[src/rtl/router_sched_pkg.sv]
// Shared types and constants for the router output scheduler.
package router_sched_pkg;

    localparam int unsigned N_PORTS = 4;
    localparam int unsigned IDX_W   = 2;

    typedef enum logic {
        IDLE   = 1'b0,
        LOCKED = 1'b1
    } sched_state_e;

    // prio[i][j] == 1 means port i currently takes precedence over port j.
    typedef logic [N_PORTS-1:0][N_PORTS-1:0] prio_mat_t;

    localparam prio_mat_t PRIO_INIT = {4'b0000, 4'b1000, 4'b1100, 4'b1110};

    function automatic logic [IDX_W-1:0] oh2idx(input logic [N_PORTS-1:0] oh);
        logic [IDX_W-1:0] idx;
        idx = '0;
        for (int i = 0; i < int'(N_PORTS); i++) begin
            if (oh[i]) idx = idx | IDX_W'(i);
        end
        return idx;
    endfunction

endpackage

[src/rtl/router_output_scheduler_if.sv]
// Flit request/grant and credit signals between input ports and the output scheduler.
interface router_output_scheduler_if
    import router_sched_pkg::*;
#(
    parameter int unsigned CW = 3
);
    logic [N_PORTS-1:0] request;
    logic [N_PORTS-1:0] head;
    logic [N_PORTS-1:0] tail;
    logic               credit_in;
    logic [N_PORTS-1:0] grant;
    logic               forward;
    logic               locked;
    logic [CW-1:0]      credits;

    modport master (
        output request, head, tail, credit_in,
        input  grant, forward, locked, credits
    );

    modport slave (
        input  request, head, tail, credit_in,
        output grant, forward, locked, credits
    );
endinterface

[src/rtl/router_rr_matrix.sv]
// Precedence-matrix round-robin arbiter: combinational winner, winner demoted to lowest on update.
module router_rr_matrix
    import router_sched_pkg::*;
(
    input  logic               clk,
    input  logic               rst,
    input  logic [N_PORTS-1:0] req_i,
    input  logic               upd_i,
    output logic [N_PORTS-1:0] win_o
);
    prio_mat_t prio_q, prio_d;

    // A requester wins when it beats every other active requester.
    always_comb begin
        win_o = '0;
        for (int i = 0; i < int'(N_PORTS); i++) begin
            logic beats;
            beats = 1'b1;
            for (int j = 0; j < int'(N_PORTS); j++) begin
                if (j != i && req_i[j] && !prio_q[i][j]) beats = 1'b0;
            end
            win_o[i] = req_i[i] & beats;
        end
    end

    always_comb begin
        prio_d = prio_q;
        if (upd_i) begin
            for (int i = 0; i < int'(N_PORTS); i++) begin
                if (win_o[i]) begin
                    for (int j = 0; j < int'(N_PORTS); j++) begin
                        prio_d[i][j] = 1'b0;
                        prio_d[j][i] = 1'(j != i);
                    end
                end
            end
        end
    end

    always_ff @(posedge clk) begin
        if (rst) prio_q <= PRIO_INIT;
        else     prio_q <= prio_d;
    end
endmodule

[src/rtl/router_output_scheduler.sv]
// Output-port scheduler: packet-locking wormhole FSM, round-robin head arbitration, credit flow control.
module router_output_scheduler
    import router_sched_pkg::*;
#(
    parameter int unsigned DEPTH = 4,
    parameter int unsigned CW    = $clog2(DEPTH + 1)
)(
    input  logic                    clk,
    input  logic                    rst,
    router_output_scheduler_if.slave bus
);
    sched_state_e       state_q, state_d;
    logic [IDX_W-1:0]   owner_q, owner_d;
    logic [CW-1:0]      credits_q, credits_d;
    logic [N_PORTS-1:0] eligible, rr_win, grant_c;
    logic               has_credit, fwd_c, upd_prio_c;

    assign eligible   = bus.request & bus.head;
    assign has_credit = (credits_q != '0);

    router_rr_matrix u_rr (
        .clk   (clk),
        .rst   (rst),
        .req_i (eligible),
        .upd_i (upd_prio_c),
        .win_o (rr_win)
    );

    // Grant is zero-latency; the owner keeps the output until its tail is forwarded.
    always_comb begin
        state_d    = state_q;
        owner_d    = owner_q;
        grant_c    = '0;
        upd_prio_c = 1'b0;
        case (state_q)
            IDLE: begin
                if (has_credit && (|rr_win)) begin
                    grant_c    = rr_win;
                    upd_prio_c = 1'b1;
                    if (!(|(rr_win & bus.tail))) begin
                        state_d = LOCKED;
                        owner_d = oh2idx(rr_win);
                    end
                end
            end
            LOCKED: begin
                if (has_credit && bus.request[owner_q]) begin
                    grant_c = N_PORTS'(1) << owner_q;
                    if (bus.tail[owner_q]) state_d = IDLE;
                end
            end
            default: state_d = IDLE;
        endcase
        if (rst) begin
            grant_c    = '0;
            upd_prio_c = 1'b0;
        end
    end

    assign fwd_c = |grant_c;

    always_comb begin
        credits_d = credits_q;
        if (fwd_c && !bus.credit_in)
            credits_d = credits_q - CW'(1);
        else if (!fwd_c && bus.credit_in && credits_q != CW'(DEPTH))
            credits_d = credits_q + CW'(1);
    end

    always_ff @(posedge clk) begin
        if (rst) begin
            state_q   <= IDLE;
            owner_q   <= '0;
            credits_q <= CW'(DEPTH);
        end else begin
            state_q   <= state_d;
            owner_q   <= owner_d;
            credits_q <= credits_d;
        end
    end

    assign bus.grant   = grant_c;
    assign bus.forward = fwd_c;
    assign bus.locked  = (state_q == LOCKED);
    assign bus.credits = credits_q;

`ifndef SYNTHESIS
    always @(posedge clk) begin
        if (!rst) begin
            assert ($onehot0(grant_c)) else $error("grant not one-hot0: %b", grant_c);
            assert (credits_q <= CW'(DEPTH)) else $error("credits above DEPTH: %0d", credits_q);
            assert (has_credit || !fwd_c) else $error("grant issued with zero credits");
            assert (!(bus.credit_in && !fwd_c && credits_q == CW'(DEPTH)) || credits_d == credits_q)
                else $error("credit_in at DEPTH not absorbed");
        end
    end
`endif
endmodule

[src/flat_wrapper.sv]
// flat-port wrapper written by rule: the top's interface ports become plain ports
module router_output_scheduler_flat import router_sched_pkg::*;
#(
    parameter int unsigned DEPTH = 4,
    parameter int unsigned CW    = $clog2(DEPTH + 1)
)
  (clk, rst, bus_request, bus_head, bus_tail, bus_credit_in, bus_grant, bus_forward, bus_locked, bus_credits);
  router_output_scheduler_if #(.CW(CW)) bus_i ();
  input  logic clk;
  input  logic rst;
  input wire logic [$bits(bus_i.request)-1:0] bus_request;
  input wire logic [$bits(bus_i.head)-1:0] bus_head;
  input wire logic [$bits(bus_i.tail)-1:0] bus_tail;
  input wire logic [$bits(bus_i.credit_in)-1:0] bus_credit_in;
  output wire logic [$bits(bus_i.grant)-1:0] bus_grant;
  output wire logic [$bits(bus_i.forward)-1:0] bus_forward;
  output wire logic [$bits(bus_i.locked)-1:0] bus_locked;
  output wire logic [$bits(bus_i.credits)-1:0] bus_credits;
  assign bus_i.request = bus_request;
  assign bus_i.head = bus_head;
  assign bus_i.tail = bus_tail;
  assign bus_i.credit_in = bus_credit_in;
  assign bus_grant = bus_i.grant;
  assign bus_forward = bus_i.forward;
  assign bus_locked = bus_i.locked;
  assign bus_credits = bus_i.credits;
  router_output_scheduler #(.DEPTH(DEPTH), .CW(CW)) u_core (.clk(clk), .rst(rst), .bus(bus_i));
endmodule
[config.mk]
export PLATFORM = sky130hd
export DESIGN_NAME = router_output_scheduler_flat
export DESIGN_NICKNAME = d
export VERILOG_FILES = /design/src/rtl/router_sched_pkg.sv /design/src/rtl/router_output_scheduler_if.sv /design/src/rtl/router_rr_matrix.sv /design/src/rtl/router_output_scheduler.sv /design/src/flat_wrapper.sv
export SDC_FILE = /design/constraint.sdc
export NUM_CORES = 1
export LEC_CHECK = 0
export BUFFER_PORTS_ARGS = -buffer_cell sky130_fd_sc_hd__buf_2
export CORE_ASPECT_RATIO = 1.25
export CORE_MARGIN = 10
export CORE_UTILIZATION = 40
export DETAILED_ROUTE_END_ITERATION = 8
export PLACE_DENSITY_LB_ADDON = 0.1
export SLEW_MARGIN = 40
export SYNTH_ARGS = -nofsm -noshare
export SYNTH_HDL_FRONTEND = slang
export SYNTH_HIERARCHICAL = 1
export SYNTH_SLANG_ARGS = --single-unit
[constraint.sdc]
create_clock -name clk -period 4.5 [get_ports clk]
set_input_delay 0.225 -clock clk [delete_from_list [all_inputs] [get_ports clk]]
set_output_delay 0.225 -clock clk [all_outputs]
set_load 0.01 [all_outputs]
==> results of run 1 <==
cells in the final DEF, fill, tap and decap left out, drive strengths merged, types with 2 or more instances in the layout:
| master | n |
|---|---|
| buf | 24 |
| dfxtp | 18 |
| nand2 | 12 |
| inv | 11 |
| nor2b | 9 |
| nor3 | 8 |
| nor2 | 8 |
| and2 | 7 |
| nand2b | 6 |
| a211o | 5 |
| o21ai | 5 |
| clkbuf | 4 |
| nor4 | 4 |
| a21oi | 3 |
| o21a | 3 |
| a2111oi | 3 |
| nand3 | 2 |
| a22oi | 2 |
| a211oi | 2 |
| nor4bb | 2 |
| and4 | 2 |
| a21boi | 2 |
| or2 | 2 |
| nand4b | 2 |
| nor4b | 2 |
report_power, final:
part	internal, mW	switching [mW]
Combinational	0.0981	0.123
Sequential	0.183	0.0356
Clock	0.0493	0.0493
critical path, delay by kind of cell (launching register included):
kind,cells,cell delay (ns)
AOI/OAI and AO/OA,3,0.92
adders and majority gates,1,0.40
buffers and inverters,1,0.21
DFF,1,0.35
and+or+nand+nor,7,1.13
through the flow:
step                      setup slack [ns]  hold WS (ns)  cell area (µm²)  power, mW  utilization, %
final                                 1.40         0.341             1420      0.538            48.3
after global routing                  1.17         0.367             1420      0.582            48.3
after CTS                             1.11         0.326             1420      0.544            48.0
after detailed placement             0.856         0.442             1380      0.443            46.8
after global placement                1.03         0.436             1380      0.436            46.8
after floorplan                       1.21         0.298             1230      0.376               -
logic make-up (layout without fill, tap and decap cells):
kind of cell | after synthesis | in the layout | share of synthesized area (%)
AOI/OAI and AO/OA | 33 | 33 | 23.8
xor gates and xnor gates | 2 | 2 | 1.43
adders and majority gates | 1 | 1 | 1.63
buffers and inverters | 14 | 39 | 4.59
DFF | 18 | 18 | 29.4
muxes | 1 | 1 | 0.816
and+or+nand+nor | 69 | 69 | 38.4
state kept, by name, indices dropped and copies added, names as in the netlist:
register,flops
u_core/bus.credits,3
u_core/owner_q,2
u_core/bus.locked,1
u_core/u_rr/prio_q,12
final cells by class:
class	instances	area [µm²]	area share, %
Clock buffer	4	36.3	2.55
Inverter	11	41.3	2.90
Multi-Input combinational cell	106	816	57.4
Sequential cell	18	360	25.4
Tap cell	36	45.0	3.17
Timing Repair Buffer	24	123	8.63
per-layer routing:
metal | share of wire, % | track usage (%) | vias up
li1 | - | - | 553
met3 | 3.5 | 1.81 | 2
met5 | 0 | 0 | -
met1 | 50 | 13.5 | 516
met2 | 46 | 18.2 | 26
met4 | 0.78 | 4.23 | 0
worst paths after layout:
path / from / end / cells after the start / slack, ns
worst min-delay path: rst / u_core/bus.locked / 2 / 0.34
worst min register to register: u_core/u_rr/prio_q[12] / u_core/u_rr/prio_q[12] / 2 / 0.45
worst max-delay path: u_core/u_rr/prio_q[11] / u_core/bus.credits[2] / 12 / 1.40
worst max register to register: u_core/u_rr/prio_q[11] / u_core/bus.credits[2] / 12 / 1.40
==> out/qor.log, run 1 <==
[status] status complete, no violations
[placement] count of input and output buffers 23
[timing] share of the cycle needed by the critical path after routing 68.9%
[placement] GP Congestion 0.842
[timing] Max-slew headroom 63.7%
[timing] Finish-stage setup viols 0
[setup_path] CP endpoint kind register
[clocking] Clock H-tree levels 1
[timing] Min Clock Period, post-route 3.10 ns
[setup_path] peak per-stage delay on the critical path 0.40 ns
[placement] HPWL after DPL 2450 µm
[route] Post-Route WL 3080 µm
[global_routing] antenna violations before repair 0
[route] DRC Markers 0
[yosys] number of synthesized register bits 18
[setup_path] CP startpoint kind register
[cells_and_area] Total Nets Final 180
[timing] unrepaired setup endpoints after global routing no
[timing] Final Skew 0.00513 ns
[yosys] total standard cell area after synthesis 1230 µm²
[cells_and_area] Antenna diodes 0
[yosys] syn_area_per_cell 8.89 µm²
[global_routing] pin count of the biggest net entering global routing 18
[yosys] list of most frequent post-synthesis cells 18 x sky130_fd_sc_hd__dfxtp_1, 12 x sky130_fd_sc_hd__nand2_1, 10 x sky130_fd_sc_hd__inv_1, 8 x sky130_fd_sc_hd__nor2_1, 8 x sky130_fd_sc_hd__nor3_1
[setup_path] classification of the worst setup path register to register
[yosys] most common cell in the synthesized netlist sky130_fd_sc_hd__dfxtp_1
[yosys] most used flip-flop cell after synthesis sky130_fd_sc_hd__dfxtp_1
[die] Rows 22
[power] LEAKAGE 0.564 nW
[die] horizontal die dimension 69.5 µm
[setup_path] cell breakdown of the critical path and2b_1 > nor4b_1 > buf_4 > nor4_4 > a211o_4 > nor2_1 > nand2_1 > fa_1 > nor3b_1 > a2111oi_0 > o21bai_1 > and2_1
[clocking] Clk Latency, worst-skew pair 0.29 ns
[clocking] root buffer cell sky130_fd_sc_hd__clkbuf_4
[yosys] total nets after synthesis 154
[clocking] clock buffer depth 2
[yosys] Synth top area share 29.4%
[cells_and_area] number of inserted filler cells in the final layout 308
[yosys] cell taking the most area after synthesis sky130_fd_sc_hd__dfxtp_1
[cells_and_area] non-filler cells in the finished layout 199
[worst_hold_path] type of the tightest min-delay check input pin to register
[power] power density of the placed cells 379 nW/µm²
[route] count of TritonRoute iterations in the first routing pass 4
[die] Top Ports 24
[timing] Slew Viols, Final 0
[die] initial core utilization 41.6%
[timing] Sum Neg Setup Slack 0 ns
[yosys] Cells after Synth 138
[clocking] number of buffers added by the clock tree synthesis step 3
[clocking] count of hold-fix buffers inserted at cts 0
[route] DR vias 1097
[yosys] Async S/R FF share, synth 0%
[timing] highest clock frequency the design can meet 322 MHz
[setup_path] Critical Path Slowest Stage Cell sky130_fd_sc_hd__a211o_4
[run] # Max-Cap Violations 0
[yosys] YS warnings 6
[cells_and_area] P&R area growth vs syn 15.9%
[setup_path] peak fanout along the critical path 7
[setup_path] data arrival time at the worst-slack endpoint 3.29 ns
[setup_path] required time reported for the critical path endpoint 4.69 ns
[global_routing] vias in the first global route 1109
[route] post-route antenna net violation count 0
[timing] transition at the pin with the smallest max-transition slack 0.543 ns
[clocking] CTS tree done
[yosys] Netlist cell types 50
[die] Floorplan Core Area 2950 µm²
[timing] hold violation count in the final report 0
[cells_and_area] fraction of layout instances using a drive strength above 1 26.4%
[global_routing] global-route total usage across every layer 10.8%
[route] 1st-iter DRT viols 65
[yosys] cells taking the most area after synthesis sky130_fd_sc_hd__dfxtp_1 29%, sky130_fd_sc_hd__nand2_1 3.7%, sky130_fd_sc_hd__and2_1 3.6%, sky130_fd_sc_hd__nor4_4 3.5%, sky130_fd_sc_hd__nor2b_4 3.4%
[yosys] EDFF count, synth 0
[route] detail-routed net length per standard cell 15.5 µm
[power] peak ir drop on the vdd network 189 µV
[die] height of the die 81.9 µm
[global_routing] global-route wire length before repair 5280 µm
[global_routing] leftover overflow at the end of global routing 0
[yosys] sequential fraction of the synthesis area 29.4%
[clocking] total clock sinks 18
[clocking] clock-pin slew of the registers on the worst-case setup and hold paths 0.10 ns
[clocking] # Post-CTS Setup Buffers 0
[clocking] Resized Gates After CTS 0
[placement] cell count after placement 195
[route] detailed-route vias per instance 5.51
[die] Die Area 5690 µm²
No activity file was read; power rests on OpenSTA's default activity.
==> inputs of run 2 (changes only) <==
Settings changed: ABC_AREA from default to 1.
Clock period 4.5 ns to 2.5 ns, I/O delays scaled along.
==> run 2 against run 1 <==
  * Maximum frequency grew 38%
  * Design area grew 0.26%
  * Clock skew grew 0.0037 ns
  * Worst hold slack lost 0.15 ns
  * First-iteration DRC count grew 37%
  * Setup slack lost 1.2 ns
  * Sequential power grew 58%
  * Clock power grew 40%
  * Cell count grew 36%
  * Power grew 50%
==> out/qor.log, run 2 <==
[status] status complete, no violations
[setup_path] cell breakdown of the critical path nor2_1 > nor2_1 > nand2_2 > inv_1 > nor2_1 > nand3_2 > nand4_1 > nand2_2 > nor2_4 > nand3_4 > nand2_4 > fa_1 > inv_1 > nand4_1 > nand3_1 > nand3_1
[yosys] YS warnings 6 [unchanged]
[cells_and_area] final design area excluding fillers 1430 µm² [+0.26%]
[die] Top Ports 24 [unchanged]
[setup_path] CP top delay family simple AND/OR/NAND/NOR gates
[cells_and_area] flip-flop count of the largest register after layout 12 [unchanged]
[clocking] number of buffers added by the clock tree synthesis step 3 [unchanged]
[route] detailed-route vias per instance 4.92 [-11%]
[cells_and_area] most common cell after layout, fill and taps aside sky130_fd_sc_hd__nand2_1
[global_routing] antenna violations before repair 0 [unchanged]
[route] DR vias 1329 [+21%]
[setup_path] Crit path buffers/inverters 2 [+1]
[clocking] total clock sinks 18 [unchanged]
[timing] highest clock frequency the design can meet 444 MHz [+38%]
[setup_path] peak fanout along the critical path 8 [+1]
[global_routing] global-route wire length before repair 5570 µm [+5.5%]
[global_routing] global-route total usage across every layer 11.7% [+0.93 points]
[setup_path] Critical Path Slowest Stage Cell sky130_fd_sc_hd__fa_1
[clocking] Clock H-tree levels 1 [unchanged]
[clocking] count of hold-fix buffers inserted at cts 0 [unchanged]
[yosys] Async S/R FF share, synth 0% [unchanged]
[route] detail-routed net length per standard cell 12.3 µm [-20%]
[route] Post-Route WL 3330 µm [+8.3%]
[placement] pre-CTS setup slack 0.172 ns [-0.684 ns]
[yosys] Netlist cell types 21 [-58%]
[clocking] CTS tree done
[die] height of the die 81.5 µm [-0.50%]
[timing] Sum Neg Setup Slack 0 ns [unchanged]
[worst_hold_path] type of the tightest min-delay check input pin to register
[yosys] EDFF count, synth 0 [unchanged]
[placement] count of input and output buffers 23 [unchanged]
[die] Die Area 5640 µm² [-0.97%]
[timing] transition at the pin with the smallest max-transition slack 0.312 ns [-0.230 ns]
[die] initial core utilization 41.5% [-0.16 points]
[clocking] Clk Latency, worst-skew pair 0.29 ns [about the same]
[yosys] most used flip-flop cell after synthesis sky130_fd_sc_hd__dfxtp_1
[yosys] most common cell in the synthesized netlist sky130_fd_sc_hd__nand2_1
[power] power density of the placed cells 566 nW/µm² [+49%]
[setup_path] cell type with the highest occurrence count on the critical path sky130_fd_sc_hd__nor2_1
[global_routing] met3 track demand over resource 2.17% [+0.36 points]
[timing] share of the cycle needed by the critical path after routing 90.2% [+21 points]
[route] DRC Markers 0 [unchanged]
[global_routing] met2 Use GR 23.9% [+5.7 points]
[die] Floorplan Core Area 2920 µm² [-0.93%]
[setup_path] required time reported for the critical path endpoint 2.68 ns [-2.01 ns]
[global_routing] vias in the first global route 1286 [+16%]
[yosys] number of synthesized register bits 18 [unchanged]
[global_routing] pin count of the biggest net entering global routing 15 [-3]
[yosys] syn_area_per_cell 5.90 µm² [-34%]
[cells_and_area] fraction of layout instances using a drive strength above 1 20.9% [-5.4 points]
[power] LEAKAGE 0.800 nW [+42%]
[yosys] total nets after synthesis 221 [+44%]
[setup_path] data arrival time at the worst-slack endpoint 2.43 ns [-0.86 ns]
[route] 1st-iter DRT viols 89 [+37%]
[yosys] Synth top area share 29.8% [+0.40 points]
[placement] HPWL after DPL 2710 µm [+11%]
[yosys] cell taking the most area after synthesis sky130_fd_sc_hd__dfxtp_1
[die] horizontal die dimension 69.2 µm [-0.47%]
[setup_path] peak per-stage delay on the critical path 0.40 ns [about the same]
[setup_path] CP endpoint kind register
[yosys] sequential fraction of the synthesis area 29.8% [+0.40 points]
[yosys] total standard cell area after synthesis 1210 µm² [-1.3%]
[cells_and_area] largest register by flop count u_core/u_rr/prio_q
[yosys] Cells after Synth 205 [+49%]
[power] peak ir drop on the vdd network 370 µV [+96%]
[timing] Max-slew headroom 79.2% [+15 points]
[cells_and_area] Antenna diodes 0 [unchanged]
[die] Rows 22 [unchanged]
[cells_and_area] Total Nets Final 252 [+40%]
[cells_and_area] most used cells in the layout excluding fill and tap cells 67 x sky130_fd_sc_hd__nand2_1, 37 x sky130_fd_sc_hd__inv_1, 23 x sky130_fd_sc_hd__buf_2
[timing] Min Clock Period, post-route 2.25 ns [-0.847 ns]
[clocking] root buffer cell sky130_fd_sc_hd__clkbuf_4
[global_routing] leftover overflow at the end of global routing 0 [unchanged]
[route] count of TritonRoute iterations in the first routing pass 4 [unchanged]
[global_routing] most used routing layer in global routing met2
[setup_path] classification of the worst setup path register to register
[setup_path] CP startpoint kind register
[timing] hold violation count in the final report 0 [unchanged]
[timing] Final Skew 0.00879 ns [+0.00366 ns]
[cells_and_area] number of inserted filler cells in the final layout 321 [+4.2%]
[run] # Max-Cap Violations 0 [unchanged]
[placement] placement-stage cell area 1380 µm² [about the same]
[global_routing] met1 Use GR 11.1% [-2.4 points]
[timing] Slew Viols, Final 0 [unchanged]
[clocking] clock buffer depth 2 [unchanged]
[clocking] clock-pin slew of the registers on the worst-case setup and hold paths 0.10 ns [about the same]
[route] post-route antenna net violation count 0 [unchanged]
[timing] final setup slack of the worst path 0.245 ns [-1.15 ns]
[yosys] cells taking the most area after synthesis sky130_fd_sc_hd__dfxtp_1 30%, sky130_fd_sc_hd__nand2_1 21%, sky130_fd_sc_hd__inv_1 11%, sky130_fd_sc_hd__nand3_1 7.0%, sky130_fd_sc_hd__a21oi_1 6.6%
[yosys] list of most frequent post-synthesis cells 68 x sky130_fd_sc_hd__nand2_1, 37 x sky130_fd_sc_hd__inv_1, 18 x sky130_fd_sc_hd__dfxtp_1, 17 x sky130_fd_sc_hd__nand3_1
[placement] GP Congestion 0.962 [+14%]
[timing] Finish-stage setup viols 0 [unchanged]
[cells_and_area] P&R area growth vs syn 17.8%
[timing] unrepaired setup endpoints after global routing no
run 2: cell types whose count changed in the layout (fill, tap and decap cells not counted), moves of 5 or more:
cell                       delta
sky130_fd_sc_hd__and2_1       -7
sky130_fd_sc_hd__nand2b_1     -6
sky130_fd_sc_hd__nor2_1       +8
sky130_fd_sc_hd__nand2_2      +9
sky130_fd_sc_hd__nand2_1     +55
sky130_fd_sc_hd__inv_1       +27
sky130_fd_sc_hd__nor2b_1      -5
sky130_fd_sc_hd__nand3_1     +14
sky130_fd_sc_hd__a21oi_1     +13
run 2: power by group:
part           leakage [nW]  total [mW]  switching, mW  internal, mW
clock                0.0138       0.138         0.0817        0.0560
sequential            0.147       0.345         0.0269         0.318
combinational         0.639       0.324          0.208         0.116
run 2: layout make-up:
| class | count | area [µm²] | area share [%] |
|---|---|---|---|
| multi-input combinational | 144 | 694 | 48.7 |
| sequential | 18 | 360 | 25.3 |
| inverter | 42 | 158 | 11.1 |
| timing repair buffer | 27 | 145 | 10.2 |
| tap | 36 | 45.0 | 3.16 |
| clock buffer | 3 | 22.5 | 1.58 |
run 2: through the flow:
step,util (%),power (mW),std cells,hold slack (ns)
after floorplan,-,0.571,205,0.194
after global placement,47.3,0.657,265,0.440
after detailed placement,47.3,0.668,265,0.453
after CTS,48.1,0.811,268,0.190
after global routing,48.8,0.884,270,0.190
final,48.8,0.806,270,0.194
run 2: routing by layer:
metal  wire, µm  share of wire [%]  up-vias
met5          0                  0        -
met4         61                1.8        0
met3        102                3.1        8
met2       1860                 56       22
met1       1310                 39      604
li1           -                  -      695
run 2: worst paths after layout:
path | start | endpoint | slack, ns | depth (start not counted)
worst max-delay path | u_core/u_rr/prio_q[14] | u_core/bus.credits[2] | 0.25 | 16
worst min-delay path | rst | u_core/u_rr/prio_q[14] | 0.19 | 2
worst max register to register | u_core/u_rr/prio_q[14] | u_core/bus.credits[2] | 0.25 | 16
worst min register to register | u_core/u_rr/prio_q[14] | u_core/u_rr/prio_q[14] | 0.47 | 2
run 2: logic make-up after synthesis:
| family | after synthesis | share of synthesized area [%] |
|---|---|---|
| buf+inv | 43 | 13.4 |
| flops | 18 | 29.8 |
| simple gates | 121 | 45.1 |
| fa+ha+maj | 1 | 1.65 |
| compound gates | 22 | 10.0 |
run 2: worst reg2reg max path, stage by stage, from the launching register on:
cell	delay, ns
sky130_fd_sc_hd__dfxtp_1	0.34
sky130_fd_sc_hd__nor2_1	0.05
sky130_fd_sc_hd__nor2_1	0.14
sky130_fd_sc_hd__nand2_2	0.14
sky130_fd_sc_hd__inv_1	0.14
sky130_fd_sc_hd__nor2_1	0.08
sky130_fd_sc_hd__nand3_2	0.08
sky130_fd_sc_hd__nand4_1	0.13
sky130_fd_sc_hd__nand2_2	0.13
sky130_fd_sc_hd__nor2_4	0.05
sky130_fd_sc_hd__nand3_4	0.07
sky130_fd_sc_hd__nand2_4	0.06
sky130_fd_sc_hd__fa_1	0.40
sky130_fd_sc_hd__inv_1	0.07
sky130_fd_sc_hd__nand4_1	0.11
sky130_fd_sc_hd__nand3_1	0.09
sky130_fd_sc_hd__nand3_1	0.07
run 2: what timing repair did:
item                       CTS  global route
setup buffers                0             2
setup endpoints to repair    0             1
gates resized for setup      0             2
==> inputs of run 3 (changes only) <==
Settings changed: CORE_UTILIZATION 40 to 30, RECOVER_POWER from default to 100.
==> run 3 against run 2 <==
  * Largest cell class unchanged
  * Routed wire length up 1.1%
  * Via count decreased by 4.5%
  * Setup slack improved by 0.015 ns
  * Maximum frequency increased by 0.67%
  * Critical path depth up 2
==> out/qor.log, run 3 (synthesis gave the netlist of run 2 again) <==
[status] status complete, no violations
[worst_hold_path] type of the tightest min-delay check input pin to register
[power] LEAKAGE 0.793 nW [-0.85%]
[placement] GP Congestion 0.749 [-22%]
[setup_path] classification of the worst setup path register to register
[power] total power 887 µW [+10%]
[setup_path] CP startpoint kind register
[clocking] CTS tree done
[die] initial core utilization 31.4% [-10 points]
[clocking] number of buffers added by the clock tree synthesis step 3 [unchanged]
[clocking] Resized Gates After CTS 0 [unchanged]
[setup_path] data arrival time at the worst-slack endpoint 2.38 ns [-0.05 ns]
[setup_path] logic depth of the worst setup path including buffers 18 [+2]
[timing] Finish-stage setup viols 0 [unchanged]
[global_routing] vias in the first global route 1269 [-1.3%]
[die] height of the die 91 µm [+12%]
[clocking] # Post-CTS Setup Buffers 0 [unchanged]
[clocking] total clock sinks 18 [unchanged]
[route] count of TritonRoute iterations in the first routing pass 4 [unchanged]
[power] power density of the placed cells 604 nW/µm² [+6.8%]
[clocking] clock-pin slew of the registers on the worst-case setup and hold paths 0.06 ns [-0.04 ns]
[route] length of routed met3 wiring 141 µm [+38%]
[global_routing] global-route wire length before repair 5740 µm [+3.1%]
[power] sequential power share 39.2% [-3.6 points]
[setup_path] reg2reg path depth 18 [+2]
[clocking] clock buffer depth 2 [unchanged]
[cells_and_area] fraction of layout instances using a drive strength above 1 18.2% [-2.7 points]
[power] peak ir drop on the vdd network 286 µV [-23%]
[cells_and_area] Total Nets Final 253 [+0.40%]
[route] 1st-iter DRT viols 55 [-38%]
[setup_path] R2R setup slack 0.26 ns [about the same]
[placement] placement-stage cell area 1430 µm² [+3.3%]
[run] # Max-Cap Violations 0 [unchanged]
[route] WL met2 1600 µm [-14%]
[cells_and_area] flip-flop count of the largest register after layout 12 [unchanged]
[power] total internal power 564 µW [+15%]
[timing] Min Clock Period, post-route 2.24 ns [-0.0149 ns]
[global_routing] pin count of the biggest net entering global routing 15 [unchanged]
[cells_and_area] largest register by flop count u_core/u_rr/prio_q
[setup_path] peak fanout along the critical path 8 [unchanged]
[timing] Sum Neg Setup Slack 0 ns [unchanged]
[route] DR vias 1269 [-4.5%]
[die] Floorplan Core Area 3850 µm² [+32%]
[cells_and_area] Antenna diodes 0 [unchanged]
[timing] Final Skew 0.00440 ns [-0.00439 ns]
[timing] unrepaired setup endpoints after global routing no
[route] post-route antenna net violation count 0 [unchanged]
[die] Rows 25 [+14%]
[global_routing] antenna violations before repair 0 [unchanged]
[power] net switching power 323 µW [+2.0%]
[cells_and_area] Post-Route Utilization 38.1% [-11 points]
[timing] Slew Viols, Final 0 [unchanged]
[die] horizontal die dimension 76.8 µm [+11%]
[clocking] Clock H-tree levels 1 [unchanged]
[power] Sw Share 36.4% [-2.8 points]
[cells_and_area] most used cells in the layout excluding fill and tap cells 69 x sky130_fd_sc_hd__nand2_1, 36 x sky130_fd_sc_hd__inv_1, 18 x sky130_fd_sc_hd__buf_2, 18 x sky130_fd_sc_hd__dfxtp_1, 17 x sky130_fd_sc_hd__nand3_1
[setup_path] Critical Path Slowest Stage Cell sky130_fd_sc_hd__fa_1
[clocking] count of hold-fix buffers inserted at cts 0 [unchanged]
[route] detail-routed net length per standard cell 11.6 µm [-5.8%]
[route] detailed-route vias per instance 4.38 [-11%]
[die] Top Ports 24 [unchanged]
[cells_and_area] non-filler cells in the finished layout 290 [+7.4%]
[global_routing] leftover overflow at the end of global routing 0 [unchanged]
[route] Post-Route WL 3370 µm [+1.1%]
[global_routing] global-route total usage across every layer 9.66% [-2.1 points]
[timing] highest clock frequency the design can meet 446 MHz [+0.67%]
[worst_hold_path] worst hold path depth 3 [+1]
[setup_path] peak per-stage delay on the critical path 0.38 ns [-0.02 ns]
[timing] hold violation count in the final report 0 [unchanged]
[timing] transition at the pin with the smallest max-transition slack 0.550 ns [+0.237 ns]
[route] DRC Markers 0 [unchanged]
[timing] share of the cycle needed by the critical path after routing 89.6% [-0.60 points]
[power] clock network fraction of design power 26.4% [+9.3 points]
[setup_path] CP top delay family simple AND/OR/NAND/NOR gates
[route] highest routed layer met4
[placement] cell count after placement 286 [+7.9%]
[power] combinational power share 34.4% [-5.7 points]
[cells_and_area] P&R area growth vs syn 21.3%
[cells_and_area] most common cell after layout, fill and taps aside sky130_fd_sc_hd__nand2_1
[clocking] root buffer cell sky130_fd_sc_hd__clkbuf_8
[die] Die Area 6990 µm² [+24%]
[route] Post-Route M1 WL 1570 µm [+19%]
[placement] count of input and output buffers 23 [unchanged]
[clocking] Clk Latency, worst-skew pair 0.25 ns [-0.04 ns]
[setup_path] required time reported for the critical path endpoint 2.64 ns [-0.04 ns]
[setup_path] Crit path buffers/inverters 5 [+3]
[cells_and_area] final design area excluding fillers 1470 µm² [+3.0%]
[setup_path] CP endpoint kind register
[timing] Max-slew headroom 63.4% [-16 points]
[setup_path] cell breakdown of the critical path inv_1 > nand2_1 > nand2_1 > inv_1 > nand2_2 > inv_2 > nor2_1 > nand3_1 > nand4_1 > nand2_2 > inv_2 > nand3_4 > nand2_4 > fa_1 > inv_1 > nand4_1 > nand3_1 > nand3_1
[placement] HPWL after DPL 2760 µm [+2.1%]
==> run 3: cell count changes in the layout (fill, tap and decap cells not counted), sizes merged <==
cell    change
buf         -5
clkbuf      +7
==> run 3: per-layer routing <==
| metal | track usage, % | vias up |
|---|---|---|
| met1 | 10.7 | 539 |
| met5 | 0 | - |
| met2 | 17.0 | 26 |
| li1 | - | 698 |
| met3 | 2.66 | 6 |
| met4 | 3.88 | 0 |
==> run 3: worst register-to-register path: cells and delay by family (launching register included) <==
family        cells  cell delay [ns]
simple gates     12             1.07
buf+inv           5             0.35
fa+ha+maj         1             0.38
flops             1             0.33
==> run 3: stage by stage <==
step / hold WS, ns / setup WS (ns)
6_report: 0.173 / 0.260
3_5_place_dp: 0.434 / 0.138
3_3_place_gp: 0.449 / 0.157
4_1_cts: 0.174 / 0.186
2_1_floorplan: 0.194 / 0.402
5_1_grt: 0.179 / 0.00667
==> run 3: path summary, 6_finish.rpt <==
check                          end              startpoint
min reg2reg  u_core/u_rr/prio_q[4]   u_core/u_rr/prio_q[4]
max          u_core/bus.credits[2]  u_core/u_rr/prio_q[12]
max reg2reg  u_core/bus.credits[2]  u_core/u_rr/prio_q[12]
min          u_core/bus.credits[2]                     rst
==> run 3: final cells by class <==
cell class,instances,area [µm²]
clock buffer,4,55.1
fill,453,2380
inverter,42,158
multi-input combinational,144,684
sequential,18,360
tap,54,67.6
timing repair buffer,28,143
==> run 3: power by group through the flow <==
stage | Clock [mW] | Combinational, mW | Sequential, mW
after detailed placement | 0 | 0.316 | 0.354
final | 0.234 | 0.305 | 0.347
after CTS | 0.244 | 0.318 | 0.347
after floorplan | 0 | 0.217 | 0.354
after global placement | 0 | 0.318 | 0.355
after global routing | 0.260 | 0.353 | 0.353
